File: config.mk
export PLATFORM = sky130hd
export DESIGN_NAME = lsu
export DESIGN_NICKNAME = d
export VERILOG_FILES = /design/src/rtl/lsu_pkg.sv /design/src/rtl/lsu_load_align.sv /design/src/rtl/lsu.sv
export SDC_FILE = /design/constraint.sdc
export NUM_CORES = 1
export LEC_CHECK = 0
export ABC_AREA = 0
export BUFFER_PORTS_ARGS = -buffer_cell sky130_fd_sc_hd__buf_4
export CAP_MARGIN = 20
export CORE_MARGIN = 2
export CORE_UTILIZATION = 48
export DETAILED_ROUTE_END_ITERATION = 10
export GPL_TIMING_DRIVEN = 1
export PLACE_DENSITY = 0.78
export SYNTH_ARGS = -nofsm -noshare
export SYNTH_HDL_FRONTEND = slang
export SYNTH_SLANG_ARGS = --single-unit
File: constraint.sdc
create_clock -name i_clk -period 1.8 [get_ports i_clk]
set_input_delay 0 -clock i_clk [delete_from_list [all_inputs] [get_ports i_clk]]
set_output_delay 0 -clock i_clk [all_outputs]
set_load 0.03 [all_outputs]
File: src/rtl/lsu_pkg.sv
// Shared types, RV32I funct3 encodings and request decode helpers for the load/store unit.
package lsu_pkg;

    typedef enum logic [1:0] {
        IDLE   = 2'd0,
        ACCESS = 2'd1,
        RESP   = 2'd2
    } lsu_state_e;

    localparam logic [2:0] F3_B  = 3'b000;
    localparam logic [2:0] F3_H  = 3'b001;
    localparam logic [2:0] F3_W  = 3'b010;
    localparam logic [2:0] F3_BU = 3'b100;
    localparam logic [2:0] F3_HU = 3'b101;

    // High when the request can never reach memory (misaligned or illegal encoding).
    function automatic logic req_bad(input logic [2:0] f3, input logic we, input logic [1:0] a);
        logic bad;
        case (f3)
            F3_B:    bad = 1'b0;
            F3_H:    bad = a[0];
            F3_W:    bad = (a != 2'b00);
            F3_BU:   bad = we;
            F3_HU:   bad = we | a[0];
            default: bad = 1'b1;
        endcase
        return bad;
    endfunction

    function automatic logic [3:0] mem_be(input logic [2:0] f3, input logic [1:0] a);
        logic [3:0] be;
        case (f3[1:0])
            2'b00:   be = 4'b0001 << a;
            2'b01:   be = 4'b0011 << {a[1], 1'b0};
            default: be = 4'b1111;
        endcase
        return be;
    endfunction

    function automatic logic [31:0] mem_wdata(input logic [2:0] f3, input logic [31:0] d);
        logic [31:0] w;
        case (f3[1:0])
            2'b00:   w = {4{d[7:0]}};
            2'b01:   w = {2{d[15:0]}};
            default: w = d;
        endcase
        return w;
    endfunction

endpackage

File: src/rtl/lsu_load_align.sv
// Lane select and sign/zero extension of a 32-bit memory read word.
module lsu_load_align
    import lsu_pkg::*;
(
    input  logic [31:0] rdata,
    input  logic [1:0]  addr_lo,
    input  logic [2:0]  funct3,
    output logic [31:0] ld_value
);

    logic [31:0] shifted;

    always_comb begin
        shifted = rdata >> {addr_lo, 3'b000};
        case (funct3)
            F3_B:    ld_value = {{24{shifted[7]}}, shifted[7:0]};
            F3_H:    ld_value = {{16{shifted[15]}}, shifted[15:0]};
            F3_BU:   ld_value = {24'd0, shifted[7:0]};
            F3_HU:   ld_value = {16'd0, shifted[15:0]};
            default: ld_value = shifted;
        endcase
    end

endmodule

File: src/rtl/lsu.sv
// Single-outstanding load/store unit between the core and a req/ack memory port.
// Optional access timeout enabled by defining LSU_TIMEOUT_EN.
module lsu
    import lsu_pkg::*;
#(
    parameter int unsigned TIMEOUT_CYCLES = 255
) (
    input  logic        i_clk,
    input  logic        i_rst,
    input  logic        i_lsu_valid,
    input  logic        i_lsu_wren,
    input  logic [2:0]  i_funct3,
    input  logic [31:0] i_addr,
    input  logic [31:0] i_st_data,
    output logic [31:0] o_ld_data,
    output logic        o_done,
    output logic        o_busy,
    output logic        o_err,
    output logic        o_mem_req,
    output logic        o_mem_we,
    output logic [31:0] o_mem_addr,
    output logic [3:0]  o_mem_be,
    output logic [31:0] o_mem_wdata,
    input  logic        i_mem_ack,
    input  logic [31:0] i_mem_rdata
);

    lsu_state_e  state;
    logic [1:0]  addr_lo_q;
    logic [2:0]  funct3_q;
    logic        we_q;
    logic [31:0] ld_value;

`ifdef LSU_TIMEOUT_EN
    logic [31:0] tmo_cnt;
`endif

    lsu_load_align u_load_align (
        .rdata    (i_mem_rdata),
        .addr_lo  (addr_lo_q),
        .funct3   (funct3_q),
        .ld_value (ld_value)
    );

    // State machine with all outputs registered; o_busy mirrors state != IDLE.
    always_ff @(posedge i_clk) begin
        if (i_rst) begin
            state       <= IDLE;
            addr_lo_q   <= 2'b00;
            funct3_q    <= 3'b000;
            we_q        <= 1'b0;
            o_ld_data   <= 32'd0;
            o_done      <= 1'b0;
            o_busy      <= 1'b0;
            o_err       <= 1'b0;
            o_mem_req   <= 1'b0;
            o_mem_we    <= 1'b0;
            o_mem_addr  <= 32'd0;
            o_mem_be    <= 4'd0;
            o_mem_wdata <= 32'd0;
`ifdef LSU_TIMEOUT_EN
            tmo_cnt     <= 32'd0;
`endif
        end else begin
            case (state)
                IDLE: begin
                    if (i_lsu_valid) begin
                        addr_lo_q <= i_addr[1:0];
                        funct3_q  <= i_funct3;
                        we_q      <= i_lsu_wren;
                        o_busy    <= 1'b1;
                        if (req_bad(i_funct3, i_lsu_wren, i_addr[1:0])) begin
                            state  <= RESP;
                            o_done <= 1'b1;
                            o_err  <= 1'b1;
                        end else begin
                            state       <= ACCESS;
                            o_mem_req   <= 1'b1;
                            o_mem_we    <= i_lsu_wren;
                            o_mem_addr  <= {i_addr[31:2], 2'b00};
                            o_mem_be    <= mem_be(i_funct3, i_addr[1:0]);
                            o_mem_wdata <= mem_wdata(i_funct3, i_st_data);
`ifdef LSU_TIMEOUT_EN
                            tmo_cnt     <= 32'd0;
`endif
                        end
                    end
                end
                ACCESS: begin
                    if (i_mem_ack) begin
                        state     <= RESP;
                        o_mem_req <= 1'b0;
                        o_done    <= 1'b1;
                        o_err     <= 1'b0;
                        if (!we_q) begin
                            o_ld_data <= ld_value;
                        end
                    end
`ifdef LSU_TIMEOUT_EN
                    else if (tmo_cnt == 32'(TIMEOUT_CYCLES - 1)) begin
                        state     <= RESP;
                        o_mem_req <= 1'b0;
                        o_done    <= 1'b1;
                        o_err     <= 1'b1;
                    end else begin
                        tmo_cnt <= tmo_cnt + 32'd1;
                    end
`endif
                end
                RESP: begin
                    state  <= IDLE;
                    o_done <= 1'b0;
                    o_err  <= 1'b0;
                    o_busy <= 1'b0;
                end
                default: begin
                    state  <= IDLE;
                    o_done <= 1'b0;
                    o_err  <= 1'b0;
                    o_busy <= 1'b0;
                end
            endcase
        end
    end

endmodule

==> flow_summary.yaml <==
yosys:
  synth_top_area_share_pct: 45.82
  synthTopCellsByCount: "nand2_1, dfxtp_1, a21oi_1"
  ys_types: 37
  yosysMostFrequentCell: "nand2_1"
  yosys.area.top_type: "dfxtp_1"
  yosys_warnings: 0
  postSynth.asyncResetShare_pct: 0
  synth_edf_count: 0
  netlist_area_um2: 4850
  syn_avg_cell_area_um2: 8.290
  dominantRegCellSynth: "dfxtp_1"
  synth_cells: 585
  ys_ff_latch: 111
  ys_seq_area_share_pct: 45.82
  yosys-top-cells-area: "dfxtp_1, nand2_1, a21oi_1"
drt:
  viasPerCell: 5.442
  routedWlPerCell_um: 16.69
  vias: 5279
  drt-pass1-iter-count: 5
  drt-total-wl_um: 16190
  drc: 0
  drtIter0Drc: 249
  ant_nets: 0
cells_and_area:
  fin_nets: 936
  nFillCells: 688
  drive_gt1_share_pct: 31.34
  fin_util_pct: 75.18
  syn2layout_area_growth_pct: 51.52
grt:
  antenna_found_initial: 1
  grt_overflow_total: 0
  grt_max_degree: 65
  grt_pass1_vias: 5120
  grt_pass1_wl_um: 24970
  gr-usage-all-layers_pct: 28.09
setup_path:
  crit_path_end_kind: "flop"
  cp.required_ns: 2.07
  path_cells: "dlygate4sd3_1 -> buf_4 -> or4_4 -> dlygate4sd3_1 -> a311oi_1"
  path_class: "input port to flop"
  crit_path_max_incr_delay_ns: 0.59
  rr_worst_depth: 4
  r2r_slack_ns: 0.16
  worstReg2RegEnd: "o_ld_data[1]"
  critPathLaunchType: "input port"
  worstPathArrival_ns: 2.08
  critPathMaxFanout: 5
  crit_top_cell: "dlygate4sd3_1"
  worstReg2RegStart: "addr_lo_q[0]"
  slowest_stage: "dlygate4sd3_1"
power_and_ir_drop:
  irDropWorstVdd_v: 0.0004980
  powerDensity_nw_per_um2: 726.5
  p_total_w: 0.005339
  leakagePower_nw: 3.114
timing:
  layout_setup_ws_ns: -0.007257
  clock_skew_ns: 0.01347
  tightest_slew_ns: 0.5844
  period_share_pct: 100.4
  slew_headroom_pct: 61.04
  finalSetupViolations: 1
  rsz0062_at_grt: "false"
  finalMaxSlewViolations: 0
  hold_viol: 0
  period_minus_slack_ns: 1.807
  max_freq_ghz: 0.5533
clocking:
  cts.path.max_buffers: 2
  clk_pin_slew_worst_paths_ns: 0.10
  insertion_delay_ns: 0.37
  cts.sinks: 111
  root_buffer: "clkbuf_8"
  numCtsBuffers: 9
  cts-htree-levels: 3
  cts_tree: "built"
worst_hold_path:
  hp-start: "i_mem_ack"
  hold_depth: 4
  worstHoldPathType: "input port to flop"
  min_to: "state[0]"
place:
  hpwl_um: 10330
  io_buffer_count: 206
  routabilityCongestion: 0.9261
floorplan:
  core_area_um2: 9774
  rows: 36
  io_pins: 209
  die_w_um: 104.5
  die_height_um: 104.5
  die_area_um2: 10920
  start_util_pct: 49.62
run_status:
  violations: "setup timing"
  status: "complete, but fails checks"
run:
  cap_violations: 0
==> layout by cell type (no fill, tap or decap), drive strengths merged, types with 9 or more instances in the layout <==
cell,synthesis,layout
buf,23,225
nand2,128,128
dfxtp,111,111
a21oi,83,83
dlygate4sd3,0,62
nor2,54,54
mux2i,37,37
a211oi,32,32
o21ai,20,20
clkbuf,30,10
a311oi,9,9
o211ai,9,9
nor3,9,9
==> per-stage QoR <==
stage          worst slack [ns]  instances  setup TNS, ns  hold WS (ns)  cell area, um^2
2_1_floorplan            0.1454        586              0        0.1360             4853
3_3_place_gp             0.1744        890              0        0.2524             6514
3_5_place_dp            0.01226        890              0        0.2590             6514
4_1_cts                0.003235        967              0     0.0005634             7302
5_1_grt                0.002426        970              0       0.02320             7348
6_report              -0.007257        970      -0.007257      0.004074             7348
==> cells by family after synthesis <==
kind of cell / count (synthesis) / synth area share [%]
buffers and inverters: 57 / 5.469
multiplexers: 46 / 9.959
other: 1 / 0.07733
AO/OA/AOI/OAI: 168 / 21.90
flip-flops: 111 / 45.82
AND/OR/NAND/NOR: 202 / 16.77
==> routing by layer <==
layer | routed length, um | vias up | global-route usage, %
met3 | 1024 | 65 | 4.574
met4 | 785 | 0 | 14.96
met1 | 6373 | 2429 | 33.08
met5 | 0 | - | 0
met2 | 8001 | 267 | 48.79
li1 | - | 2518 | -
==> repair_timing <==
action	CTS	global route
endpoints found under the hold margin	66	0
buffers inserted	0	1
gates resized for setup	0	2
endpoints found under the setup margin	0	68
hold buffers	62	0
==> sequential cells by signal (all words and copies together) (netlist names) <==
signal and cells:
o_ld_data 32, o_mem_wdata 32, o_mem_addr 30, o_mem_be 4, funct3_q 3, addr_lo_q 2, state 2, o_busy 1
o_done 1, o_err 1, o_mem_req 1, o_mem_we 1, we_q 1
==> layout make-up <==
cell class                      count  area (um^2)  share of cell area [%]
Tap cell                          133        166.4                   2.265
Sequential cell                   111         2222                   30.24
Timing Repair Buffer              288         2385                   32.45
Inverter                            4        15.01                  0.2043
Multi-Input combinational cell    418         2390                   32.52
Clock buffer                        9        123.9                   1.686
Antenna cell                        1        2.502                 0.03405
Clock inverter                      6        43.79                  0.5959
==> report_power, final <==
group | switching, W | internal [W] | leakage, nW
clock network | 0.000822 | 0.000504 | 0.0859
registers | 0.0000772 | 0.00258 | 0.903
logic | 0.000750 | 0.000610 | 2.13
==> worst max-delay path by stage <==
stage                       startpoint              end  slack, ns  depth (start not counted)
after detailed placement      state[1]  o_mem_wdata[20]       0.01                          5
after CTS                    i_addr[0]    o_mem_addr[9]      0.003                          6
after global placement       i_addr[1]   o_mem_wdata[6]       0.17                          5
after global routing         i_addr[0]        o_mem_req      0.002                          5
after floorplan           addr_lo_q[1]    o_ld_data[19]       0.15                          4
final                        i_addr[0]        o_mem_req     -0.007                          5
==> critical path, delay by kind of cell <==
family	cells	cell delay, ns
buffers and inverters	3	1.28
AND/OR/NAND/NOR	1	0.53
AO/OA/AOI/OAI	1	0.27
No activity file was read; power rests on OpenSTA's default activity.
